`src/rtl/mem_stage_pkg.sv`:
```
// Shared pipeline definitions: memory-stage FSM encoding, default widths and
// the taken-branch equation also used by the hazard unit.
package arya_pipe_defs;

    typedef enum logic {
        IDLE = 1'b0,
        BUSY = 1'b1
    } mem_state_t;

    localparam int DEF_DATAPATH_WIDTH     = 64;
    localparam int DEF_REGFILE_ADDR_WIDTH = 5;
    localparam int DEF_INST_ADDR_WIDTH    = 9;
    localparam int DEF_THREAD_BITS        = 2;
    localparam int DEF_DMEM_ADDR_WIDTH    = 8;
    localparam int DEF_DMEM_TIMEOUT       = 15;

    // Wide enough for any DMEM_TIMEOUT in 1..15.
    localparam int WAIT_CNT_W = 4;

    function automatic logic branch_taken(input logic beq, input logic bneq, input logic zero);
        return (beq & zero) | (bneq & ~zero);
    endfunction

endpackage

```
`src/rtl/mem_stage_if.sv`:
```
// Data-memory port with ready handshake; the pipeline side is the master.
interface mem_stage_if
    import arya_pipe_defs::*;
#(
    parameter int DATA_W = DEF_DATAPATH_WIDTH,
    parameter int ADDR_W = DEF_DMEM_ADDR_WIDTH
) ();

    logic              dmem_req;
    logic              dmem_we;
    logic [ADDR_W-1:0] dmem_addr;
    logic [DATA_W-1:0] dmem_wdata;
    logic              dmem_ready;
    logic [DATA_W-1:0] dmem_rdata;

    modport master (
        output dmem_req, dmem_we, dmem_addr, dmem_wdata,
        input  dmem_ready, dmem_rdata
    );

    modport slave (
        input  dmem_req, dmem_we, dmem_addr, dmem_wdata,
        output dmem_ready, dmem_rdata
    );

endinterface

```
`src/rtl/mem_stage_dmem_access_fsm.sv`:
```
// Data-memory access sequencer: state register, wait counter, registered
// dmem port and the combinational upstream stall.
//
//   state | meaning
//   IDLE  | no access outstanding; a mem_op is captured on the next edge
//   BUSY  | request on the port, waiting for dmem_ready or the timeout
module dmem_access_fsm
    import arya_pipe_defs::*;
#(
    parameter int DATAPATH_WIDTH  = DEF_DATAPATH_WIDTH,
    parameter int DMEM_ADDR_WIDTH = DEF_DMEM_ADDR_WIDTH,
    parameter int DMEM_TIMEOUT    = DEF_DMEM_TIMEOUT
) (
    input  logic                       clk,
    input  logic                       reset,
    input  logic                       mem_op,
    input  logic                       is_store,
    input  logic [DMEM_ADDR_WIDTH-1:0] addr,
    input  logic [DATAPATH_WIDTH-1:0]  wdata,
    mem_stage_if.master                dmem,
    output logic                       stall,
    output logic                       capture,
    output logic                       complete,
    output logic                       timeout_err,
    output logic                       busy
);

    localparam logic [WAIT_CNT_W-1:0] TIMEOUT_CNT = WAIT_CNT_W'(DMEM_TIMEOUT - 1);

    mem_state_t                 state, state_next;
    logic [WAIT_CNT_W-1:0]      cnt, cnt_next;
    logic                       req_q, req_next;
    logic                       we_q, we_next;
    logic [DMEM_ADDR_WIDTH-1:0] addr_q, addr_next;
    logic [DATAPATH_WIDTH-1:0]  wdata_q, wdata_next;
    logic                       timeout;

    always_ff @(posedge clk) begin
        if (reset) begin
            state   <= IDLE;
            cnt     <= '0;
            req_q   <= 1'b0;
            we_q    <= 1'b0;
            addr_q  <= '0;
            wdata_q <= '0;
        end else begin
            state   <= state_next;
            cnt     <= cnt_next;
            req_q   <= req_next;
            we_q    <= we_next;
            addr_q  <= addr_next;
            wdata_q <= wdata_next;
        end
    end

    always_comb begin
        state_next  = state;
        cnt_next    = cnt;
        req_next    = req_q;
        we_next     = we_q;
        addr_next   = addr_q;
        wdata_next  = wdata_q;
        stall       = 1'b0;
        capture     = 1'b0;
        complete    = 1'b0;
        timeout_err = 1'b0;
        timeout     = (cnt == TIMEOUT_CNT);
        case (state)
            IDLE: begin
                if (mem_op) begin
                    stall      = 1'b1;
                    capture    = 1'b1;
                    state_next = BUSY;
                    cnt_next   = '0;
                    req_next   = 1'b1;
                    we_next    = is_store;
                    addr_next  = addr;
                    wdata_next = wdata;
                end
            end
            BUSY: begin
                // Ready wins over a timeout landing in the same cycle.
                stall = ~dmem.dmem_ready & ~timeout;
                if (dmem.dmem_ready) begin
                    complete   = 1'b1;
                    state_next = IDLE;
                    req_next   = 1'b0;
                    we_next    = 1'b0;
                end else if (timeout) begin
                    timeout_err = 1'b1;
                    state_next  = IDLE;
                    req_next    = 1'b0;
                    we_next     = 1'b0;
                end else begin
                    cnt_next = cnt + 1'b1;
                end
            end
        endcase
    end

    assign busy            = (state == BUSY);
    assign dmem.dmem_req   = req_q;
    assign dmem.dmem_we    = we_q;
    assign dmem.dmem_addr  = addr_q;
    assign dmem.dmem_wdata = wdata_q;

endmodule

```
`src/rtl/mem_stage.sv`:
```
// Memory stage: branch resolution, data-memory access sequencing and the
// registered MEM/WB and branch-redirect outputs.
module mem_stage
    import arya_pipe_defs::*;
#(
    parameter int DATAPATH_WIDTH     = DEF_DATAPATH_WIDTH,
    parameter int REGFILE_ADDR_WIDTH = DEF_REGFILE_ADDR_WIDTH,
    parameter int INST_ADDR_WIDTH    = DEF_INST_ADDR_WIDTH,
    parameter int THREAD_BITS        = DEF_THREAD_BITS,
    parameter int DMEM_ADDR_WIDTH    = DEF_DMEM_ADDR_WIDTH,
    parameter int DMEM_TIMEOUT       = DEF_DMEM_TIMEOUT
) (
    input  logic                          clk,
    input  logic                          reset,
    input  logic [INST_ADDR_WIDTH-1:0]    branch_target_in,
    input  logic [DATAPATH_WIDTH-1:0]     accum_in,
    input  logic [DATAPATH_WIDTH-1:0]     store_data_in,
    input  logic [REGFILE_ADDR_WIDTH-1:0] WR_addr_in,
    input  logic                          WR_en_in,
    input  logic                          beq_in,
    input  logic                          bneq_in,
    input  logic                          mem_write_in,
    input  logic                          zero_in,
    input  logic                          mem_reg_sel_in,
    input  logic [THREAD_BITS-1:0]        thread_id_in,
    mem_stage_if.master                   dmem,
    output logic                          stall_out,
    output logic [DATAPATH_WIDTH-1:0]     wb_data_out,
    output logic [REGFILE_ADDR_WIDTH-1:0] wb_addr_out,
    output logic                          wb_en_out,
    output logic [THREAD_BITS-1:0]        wb_thread_id_out,
    output logic                          pc_load_out,
    output logic [INST_ADDR_WIDTH-1:0]    pc_target_out,
    output logic [THREAD_BITS-1:0]        pc_thread_out,
    output logic                          mem_error_out
);

    logic                          mem_op;
    logic                          taken;
    logic                          capture;
    logic                          complete;
    logic                          timeout_err;
    logic                          busy;
    logic [REGFILE_ADDR_WIDTH-1:0] lat_addr;
    logic                          lat_en;
    logic                          lat_load;
    logic [THREAD_BITS-1:0]        lat_thread;

    assign mem_op = mem_write_in | mem_reg_sel_in;
    assign taken  = branch_taken(beq_in, bneq_in, zero_in);

    dmem_access_fsm #(
        .DATAPATH_WIDTH  (DATAPATH_WIDTH),
        .DMEM_ADDR_WIDTH (DMEM_ADDR_WIDTH),
        .DMEM_TIMEOUT    (DMEM_TIMEOUT)
    ) u_fsm (
        .clk         (clk),
        .reset       (reset),
        .mem_op      (mem_op),
        .is_store    (mem_write_in),
        .addr        (accum_in[DMEM_ADDR_WIDTH-1:0]),
        .wdata       (store_data_in),
        .dmem        (dmem),
        .stall       (stall_out),
        .capture     (capture),
        .complete    (complete),
        .timeout_err (timeout_err),
        .busy        (busy)
    );

    always_ff @(posedge clk) begin
        if (reset) begin
            wb_data_out      <= '0;
            wb_addr_out      <= '0;
            wb_en_out        <= 1'b0;
            wb_thread_id_out <= '0;
            pc_load_out      <= 1'b0;
            pc_target_out    <= '0;
            pc_thread_out    <= '0;
            mem_error_out    <= 1'b0;
            lat_addr         <= '0;
            lat_en           <= 1'b0;
            lat_load         <= 1'b0;
            lat_thread       <= '0;
        end else begin
            pc_load_out   <= 1'b0;
            mem_error_out <= 1'b0;
            if (capture) begin
                // A branch flagged together with a mem_op is dropped.
                lat_addr   <= WR_addr_in;
                lat_en     <= WR_en_in;
                lat_load   <= ~mem_write_in;
                lat_thread <= thread_id_in;
                wb_en_out  <= 1'b0;
            end else if (complete) begin
                wb_addr_out      <= lat_addr;
                wb_thread_id_out <= lat_thread;
                wb_en_out        <= lat_load & lat_en;
                if (lat_load) begin
                    wb_data_out <= dmem.dmem_rdata;
                end
            end else if (timeout_err) begin
                wb_addr_out      <= lat_addr;
                wb_thread_id_out <= lat_thread;
                wb_en_out        <= 1'b0;
                mem_error_out    <= 1'b1;
            end else if (!busy) begin
                wb_data_out      <= accum_in;
                wb_addr_out      <= WR_addr_in;
                wb_en_out        <= WR_en_in;
                wb_thread_id_out <= thread_id_in;
                pc_load_out      <= taken;
                pc_target_out    <= branch_target_in;
                pc_thread_out    <= thread_id_in;
            end else begin
                wb_en_out <= 1'b0;
            end
        end
    end

endmodule

```
`src/flat_wrapper.sv`:
```
// flat-port wrapper written by rule: the top's interface ports become plain ports
module mem_stage_flat import arya_pipe_defs::*;
#(
    parameter int DATAPATH_WIDTH     = DEF_DATAPATH_WIDTH,
    parameter int REGFILE_ADDR_WIDTH = DEF_REGFILE_ADDR_WIDTH,
    parameter int INST_ADDR_WIDTH    = DEF_INST_ADDR_WIDTH,
    parameter int THREAD_BITS        = DEF_THREAD_BITS,
    parameter int DMEM_ADDR_WIDTH    = DEF_DMEM_ADDR_WIDTH,
    parameter int DMEM_TIMEOUT       = DEF_DMEM_TIMEOUT
)
  (clk, reset, branch_target_in, accum_in, store_data_in, WR_addr_in, WR_en_in, beq_in, bneq_in, mem_write_in, zero_in, mem_reg_sel_in, thread_id_in, stall_out, wb_data_out, wb_addr_out, wb_en_out, wb_thread_id_out, pc_load_out, pc_target_out, pc_thread_out, mem_error_out, dmem_dmem_req, dmem_dmem_we, dmem_dmem_addr, dmem_dmem_wdata, dmem_dmem_ready, dmem_dmem_rdata);
  mem_stage_if #(.DATA_W(64), .ADDR_W(8)) dmem_i ();
  input  logic clk;
  input  logic reset;
  input  logic [INST_ADDR_WIDTH-1:0] branch_target_in;
  input  logic [DATAPATH_WIDTH-1:0] accum_in;
  input  logic [DATAPATH_WIDTH-1:0] store_data_in;
  input  logic [REGFILE_ADDR_WIDTH-1:0] WR_addr_in;
  input  logic WR_en_in;
  input  logic beq_in;
  input  logic bneq_in;
  input  logic mem_write_in;
  input  logic zero_in;
  input  logic mem_reg_sel_in;
  input  logic [THREAD_BITS-1:0] thread_id_in;
  output logic stall_out;
  output logic [DATAPATH_WIDTH-1:0] wb_data_out;
  output logic [REGFILE_ADDR_WIDTH-1:0] wb_addr_out;
  output logic wb_en_out;
  output logic [THREAD_BITS-1:0] wb_thread_id_out;
  output logic pc_load_out;
  output logic [INST_ADDR_WIDTH-1:0] pc_target_out;
  output logic [THREAD_BITS-1:0] pc_thread_out;
  output logic mem_error_out;
  output wire logic [$bits(dmem_i.dmem_req)-1:0] dmem_dmem_req;
  output wire logic [$bits(dmem_i.dmem_we)-1:0] dmem_dmem_we;
  output wire logic [$bits(dmem_i.dmem_addr)-1:0] dmem_dmem_addr;
  output wire logic [$bits(dmem_i.dmem_wdata)-1:0] dmem_dmem_wdata;
  input wire logic [$bits(dmem_i.dmem_ready)-1:0] dmem_dmem_ready;
  input wire logic [$bits(dmem_i.dmem_rdata)-1:0] dmem_dmem_rdata;
  assign dmem_dmem_req = dmem_i.dmem_req;
  assign dmem_dmem_we = dmem_i.dmem_we;
  assign dmem_dmem_addr = dmem_i.dmem_addr;
  assign dmem_dmem_wdata = dmem_i.dmem_wdata;
  assign dmem_i.dmem_ready = dmem_dmem_ready;
  assign dmem_i.dmem_rdata = dmem_dmem_rdata;
  mem_stage #(.DATAPATH_WIDTH(DATAPATH_WIDTH), .REGFILE_ADDR_WIDTH(REGFILE_ADDR_WIDTH), .INST_ADDR_WIDTH(INST_ADDR_WIDTH), .THREAD_BITS(THREAD_BITS), .DMEM_ADDR_WIDTH(DMEM_ADDR_WIDTH), .DMEM_TIMEOUT(DMEM_TIMEOUT)) u_core (.clk(clk), .reset(reset), .branch_target_in(branch_target_in), .accum_in(accum_in), .store_data_in(store_data_in), .WR_addr_in(WR_addr_in), .WR_en_in(WR_en_in), .beq_in(beq_in), .bneq_in(bneq_in), .mem_write_in(mem_write_in), .zero_in(zero_in), .mem_reg_sel_in(mem_reg_sel_in), .thread_id_in(thread_id_in), .dmem(dmem_i), .stall_out(stall_out), .wb_data_out(wb_data_out), .wb_addr_out(wb_addr_out), .wb_en_out(wb_en_out), .wb_thread_id_out(wb_thread_id_out), .pc_load_out(pc_load_out), .pc_target_out(pc_target_out), .pc_thread_out(pc_thread_out), .mem_error_out(mem_error_out));
endmodule
```
`config.mk`:
```
export PLATFORM = sky130hd
export DESIGN_NAME = mem_stage_flat
export DESIGN_NICKNAME = d
export VERILOG_FILES = /design/src/rtl/mem_stage_pkg.sv /design/src/rtl/mem_stage_if.sv /design/src/rtl/mem_stage_dmem_access_fsm.sv /design/src/rtl/mem_stage.sv /design/src/flat_wrapper.sv
export SDC_FILE = /design/constraint.sdc
export NUM_CORES = 1
export LEC_CHECK = 0
export CAP_MARGIN = 20
export CORE_AREA = 5 5 145 147
export CTS_BUF_LIST = sky130_fd_sc_hd__clkbuf_2
export DETAILED_ROUTE_END_ITERATION = 10
export DIE_AREA = 0 0 150 152
export GPL_TIMING_DRIVEN = 1
export PLACE_DENSITY_LB_ADDON = 0.15
export SLEW_MARGIN = 20
export SYNTH_ARGS = -nofsm -noshare
export SYNTH_HDL_FRONTEND = slang
export SYNTH_SLANG_ARGS = --single-unit
```
`constraint.sdc`:
```
create_clock -name clk -period 3 [get_ports clk]
set_input_delay 0.6 -clock clk [delete_from_list [all_inputs] [get_ports clk]]
set_output_delay 0.6 -clock clk [all_outputs]
set_load 0.02 [all_outputs]
```
==> results.py, run 1 <==
metrics = {
    "clock_tree": {
        "clockBufferDepth": 2,
        "clock_sinks": 173,
        "h-tree-depth": 4,
        "cts_made_buffers": 17,
        "cts-root-buf": "clkbuf_2",
        "cts_tree": "built",
        "path_clk_slew_ns": 0.28,
        "postCtsHoldBufs": 0,
        "clk_latency_ns": 0.71,
    },
    "worst_setup_path": {
        "critPathTopFamily": "flip-flops",
        "worstPathArrival_ns": 2.13,
        "cp_common_cell": "inv_1",
        "crit_required_ns": 2.40,
        "cpPeakStageDelay_ns": 0.43,
        "r2r_slack_ns": 1.00,
        "end_kind": "output port",
        "crit_path_cell_trace": "inv_1 > ha_1 > and3_1 > o21a_4 > inv_1 > clkbuf_2",
        "worst-path-buf-inv": 3,
        "crit_fanout": 7,
        "startpoint_type": "flop",
        "cp_slowest_cell": "dfxtp_2",
        "path_class": "reg -> out",
    },
    "detailed_routing": {
        "post-route-drc-count": 0,
        "viasPerCell": 4.65,
        "wl_per_cell_um": 16.7,
        "vias": 6474,
        "first_iter_violations": 216,
        "ant_nets": 0,
        "wl_um": 23200,
        "drtPass1Iterations": 4,
    },
    "synthesis": {
        "yosys-top-cells-area": "dfxtp_1 49%, a211oi_2 11%, mux2i_1 10%, nand2_1 9.7%, a21oi_1 6.7%",
        "ys_warn_count": 0,
        "synth_area_um2": 7100,
        "synthTopCellsByCount": "183 x nand2_1, 173 x dfxtp_1, 95 x a21oi_1",
        "synth_flop_cell": "dfxtp_1",
        "syn_inst": 759,
        "yosysTopAreaCellShare_pct": 48.8,
        "syn-num-nets": 978,
        "synth-edff-count": 0,
        "synth_top_area_cell": "dfxtp_1",
        "yosysUniqueCellTypes": 34,
        "post-synth-top-count-cell": "nand2_1",
        "synth-seq-area-share_pct": 48.8,
        "postSynth.asyncResetShare_pct": 0,
        "syn_avg_cell_area_um2": 9.36,
        "synth_seq_cells": 173,
    },
    "timing": {
        "holdWs_ns": 0.253,
        "worst_pin_slew_ns": 0.892,
        "period_minus_slack_ns": 2.73,
        "rsz0062_at_grt": "no",
        "period_share_pct": 90.9,
        "slew_viol_final": 0,
        "slew_headroom_pct": 40.5,
        "max_freq_mhz": 367,
        "finalSetupViolations": 0,
        "final_hold_viol_count": 0,
        "setup-tns-final_ns": 0,
        "finalClockSkew_ns": 0.0366,
    },
    "global_route": {
        "track_usage_pct": 19.4,
        "grt_overflow": 0,
        "grt_pass1_wl_um": 35100,
        "grt_pass1_vias": 6254,
        "antenna_found_initial": 2,
        "grt_max_degree": 82,
    },
    "power_and_ir_drop": {
        "peakVddDrop_mv": 0.378,
        "pwr-share-clk_pct": 24.6,
        "p_int_mw": 3.60,
        "seqPwrFrac_pct": 48.5,
        "leakage_nw": 4.05,
        "p_switching_mw": 1.67,
        "swShare_pct": 31.6,
        "powerDensity_nw_per_um2": 468,
        "comb_power_share_pct": 26.9,
    },
    "floorplanning": {
        "initial_core_util_pct": 35.9,
        "die_y_um": 152,
        "num_rows": 52,
        "die_width_um": 150,
        "fp.coreArea_um2": 19800,
        "io_pins": 377,
        "die_area_um2": 22800,
    },
    "outcome": {
        "status": "finished, final reports clean",
    },
    "place": {
        "dpl.hpwl_um": 17300,
        "port_buffers": 376,
        "dpl_cell_area_um2": 11000,
        "place.gp.congestion": 0.726,
    },
    "cells_and_area": {
        "fillers": 1818,
        "drive_above_1_share_pct": 11.0,
        "area_growth_pct": 58.5,
        "multi_input_area_um2": 3260,
        "register_area_um2": 3460,
        "nets": 1327,
        "stdcell_area_um2": 11300,
        "final_util_pct": 56.9,
    },
    "hold_path": {
        "hold_class": "in -> reg",
    },
    "flow_run": {
        "drv_cap": 0,
    },
}
-- cell usage in the layout, fill, tap and decap left out, types with 5 or more instances in the layout --
cell,count
clkdlybuf4s50_1,374
nand2_1,183
dfxtp_1,172
a21oi_1,95
mux2i_1,72
nor2_1,67
a211oi_2,64
clkbuf_2,18
buf_4,13
o2bb2ai_1,7
inv_1,5
inv_6,5
-- through the flow --
step | setup slack (ns) | total power [mW] | cells
5_1_grt | 0.0578 | 5.57 | 1393
3_3_place_gp | 0.199 | 4.02 | 1359
2_1_floorplan | 1.14 | 3.31 | 759
4_1_cts | 0.00554 | 5.37 | 1391
6_report | 0.273 | 5.27 | 1393
3_5_place_dp | 0.173 | 4.04 | 1359
-- layer usage --
metal / vias up / GRT usage, % / part of all wire [%]
li1: 3287 / - / -
met1: 2929 / 22.1 / 39
met2: 234 / 32.7 / 48
met3: 24 / 9.15 / 11
met4: 0 / 5.14 / 1.9
met5: - / 0 / 0
-- final timing paths --
path                                  start                               end  depth (start not counted)
min reg2reg  u_core.u_fsm.dmem.dmem_addr[2]    u_core.u_fsm.dmem.dmem_addr[2]                          2
max reg2reg               u_core.u_fsm.busy  u_core.u_fsm.dmem.dmem_wdata[56]                          4
min                                   reset               u_core.u_fsm.cnt[0]                          2
max                     u_core.u_fsm.cnt[0]                         stall_out                          6
-- cell type report --
cell class                      instances  area share, %
Antenna cell                            2         0.0444
Clock buffer                           17          0.756
Clock inverter                         15           1.54
Inverter                                5          0.167
Multi-Input combinational cell        519           28.9
Sequential cell                       173           30.8
Tap cell                              270           3.00
Timing Repair Buffer                  392           34.8
-- timing repair --
item,4_1_cts,5_1_grt
setup buffers,0,0
gates resized for setup,3,1
setup endpoints to repair,1,1
pin swaps,0,0
-- logic make-up after synthesis --
family	Yosys count	share of synthesized area [%]
buf+inv	67	5.74
flops	173	48.8
mux	72	10.1
fa+ha+maj	2	0.352
compound gates	181	20.5
simple gates	264	14.5
-- registers in the layout (all words and copies together) (netlist names) --
name / count
u_core.u_fsm.dmem.dmem_wdata: 64
u_core.wb_data_out: 64
u_core.pc_target_out: 9
u_core.u_fsm.dmem.dmem_addr: 8
u_core.lat_addr: 5
u_core.wb_addr_out: 5
u_core.u_fsm.cnt: 4
u_core.lat_thread: 2
u_core.pc_thread_out: 2
u_core.wb_thread_id_out: 2
u_core.lat_en: 1
u_core.lat_load: 1
u_core.mem_error_out: 1
u_core.pc_load_out: 1
u_core.u_fsm.busy: 1
u_core.u_fsm.dmem.dmem_req: 1
u_core.u_fsm.dmem.dmem_we: 1
u_core.wb_en_out: 1
-- power groups by stage --
stage                     clock, mW  combinational (mW)  sequential [mW]
after floorplan                   0               0.521             2.79
after global placement            0                1.43             2.60
after global routing           1.46                1.52             2.58
after CTS                      1.37                1.44             2.56
after detailed placement          0                1.44             2.60
final                          1.30                1.42             2.56
No activity file was read; power rests on OpenSTA's default activity.
==> run 2: changes to the inputs <==
--- a/config.mk
+++ b/config.mk
@@ -6,10 +6,10 @@
 export NUM_CORES = 1
 export LEC_CHECK = 0
 export CAP_MARGIN = 20
-export CORE_AREA = 5 5 145 147
+export CORE_AREA = 4 4 144 146
 export CTS_BUF_LIST = sky130_fd_sc_hd__clkbuf_2
 export DETAILED_ROUTE_END_ITERATION = 10
-export DIE_AREA = 0 0 150 152
+export DIE_AREA = 0 0 148 150
 export GPL_TIMING_DRIVEN = 1
 export PLACE_DENSITY_LB_ADDON = 0.15
 export SLEW_MARGIN = 20
==> results.py, run 2 (synthesis gave the netlist of run 1 again) <==
metrics = {
    "worst_setup_path": {
        "end_kind": "output port",
        "startpoint_type": "flop",
        "worstPathArrival_ns": 2.22,
        "cpPeakStageDelay_ns": 0.43,
        "path_class": "reg -> out",
        "crit_path_cell_trace": "inv_1 > ha_1 > and3_1 > o21a_4 > inv_1 > clkdlybuf4s15_1",
        "r2r_slack_ns": 1.12,
        "cp_common_cell": "inv_1",
        "crit_required_ns": 2.40,
        "cp_slowest_cell": "dfxtp_4",
        "crit_fanout": 7,
    },
    "detailed_routing": {
        "post-route-drc-count": 0,
        "vias": 6477,
        "viasPerCell": 4.67,
        "ant_nets": 0,
        "drtPass1Iterations": 4,
        "wl_per_cell_um": 16.7,
        "wl_um": 23100,
        "first_iter_violations": 236,
    },
    "timing": {
        "max_freq_mhz": 355,
        "finalClockSkew_ns": 0.0456,
        "worst_pin_slew_ns": 0.876,
        "period_share_pct": 93.9,
        "slew_viol_final": 0,
        "final_hold_viol_count": 0,
        "setup-tns-final_ns": 0,
        "slew_headroom_pct": 41.6,
        "period_minus_slack_ns": 2.82,
        "finalSetupViolations": 0,
        "holdWs_ns": 0.360,
        "rsz0062_at_grt": "no",
    },
    "place": {
        "post-place-cells": 1353,
        "place.gp.congestion": 0.749,
        "dpl.hpwl_um": 17000,
        "port_buffers": 376,
        "dpl_cell_area_um2": 11000,
    },
    "clock_tree": {
        "cts-root-buf": "clkbuf_2",
        "h-tree-depth": 4,
        "clk_latency_ns": 0.71,
        "cts_made_buffers": 17,
        "clockBufferDepth": 2,
        "cts_tree": "built",
        "clock_sinks": 173,
        "path_clk_slew_ns": 0.24,
    },
    "cells_and_area": {
        "fillers": 1773,
        "stdcell_area_um2": 11300,
        "area_growth_pct": 58.5,
        "drive_above_1_share_pct": 10.7,
        "fin_cells": 1386,
        "nets": 1326,
        "layout_commonest_cell": "clkdlybuf4s50_1",
        "layout_common_cells": "374 x clkdlybuf4s50_1, 183 x nand2_1, 172 x dfxtp_1, 95 x a21oi_1, 72 x mux2i_1",
    },
    "floorplanning": {
        "die_width_um": 148,
        "die_area_um2": 22200,
        "num_rows": 51,
        "io_pins": 377,
        "die_y_um": 150,
        "initial_core_util_pct": 36.6,
        "fp.coreArea_um2": 19400,
    },
    "global_route": {
        "track_usage_pct": 20.0,
        "grt_max_degree": 83,
        "grt_pass1_wl_um": 35100,
        "antenna_found_initial": 1,
        "grt_overflow": 0,
        "grt_pass1_vias": 6334,
    },
    "power_and_ir_drop": {
        "powerDensity_nw_per_um2": 458,
        "finalPower_mw": 5.16,
        "peakVddDrop_mv": 0.253,
        "leakage_nw": 4.04,
    },
    "hold_path": {
        "hold_class": "in -> reg",
    },
    "outcome": {
        "status": "finished, final reports clean",
    },
    "flow_run": {
        "drv_cap": 0,
    },
}
-- run 2: worst max-delay path: cells and delay by family (launching register included) --
| kind | cells | cell delay [ns] |
|---|---|---|
| AND/OR/NAND/NOR | 1 | 0.25 |
| adder cells (fa/ha/maj) | 1 | 0.17 |
| buffers and inverters | 3 | 0.42 |
| flip-flops | 1 | 0.43 |
| AO/OA/AOI/OAI | 1 | 0.27 |
-- run 2: per-stage QoR --
step                      util (%)  worst slack, ns
after global placement        56.8            0.271
after detailed placement      56.8            0.238
final                         58.0            0.183
after global routing          58.0          0.00323
after floorplan                  -             1.14
after CTS                     58.0           0.0268
-- run 2: metal layers --
metal | share of wire [%] | track usage, %
met1 | 39 | 22.8
met2 | 49 | 34.3
met3 | 9.8 | 8.06
met4 | 2.0 | 6.10
met5 | 0 | 0
-- run 2: final timing paths --
path / startpoint / end / cells after the start
min: reset / u_core.lat_thread[1] / 2
max: u_core.u_fsm.cnt[0] / stall_out / 6
max reg2reg: u_core.u_fsm.busy / u_core.u_fsm.dmem.dmem_addr[1] / 4
min reg2reg: u_core.pc_thread_out[0] / u_core.pc_thread_out[0] / 2
-- run 2: area by class of cell --
type | instances | area, um^2 | area share (%)
repair buffers | 391 | 3950 | 35.1
flip-flops and latches | 173 | 3470 | 30.8
multi-input cells | 519 | 3260 | 28.9
well taps | 265 | 332 | 2.95
clock inverters | 14 | 136 | 1.21
clock buffers | 18 | 90.1 | 0.800
inverters | 5 | 18.8 | 0.167
diodes | 1 | 2.50 | 0.0222
-- run 2: what timing repair did --
item	CTS	global route
buffers inserted	0	0
resized for setup	2	2
pin swaps	0	0
endpoints found under the setup margin	1	1
hold buffers	0	0
-- run 2: power breakdown --
part / internal (mW) / total, mW / switching, mW
Clock: 0.321 / 1.18 / 0.860
Sequential: 2.47 / 2.56 / 0.0827
Combinational: 0.725 / 1.42 / 0.699
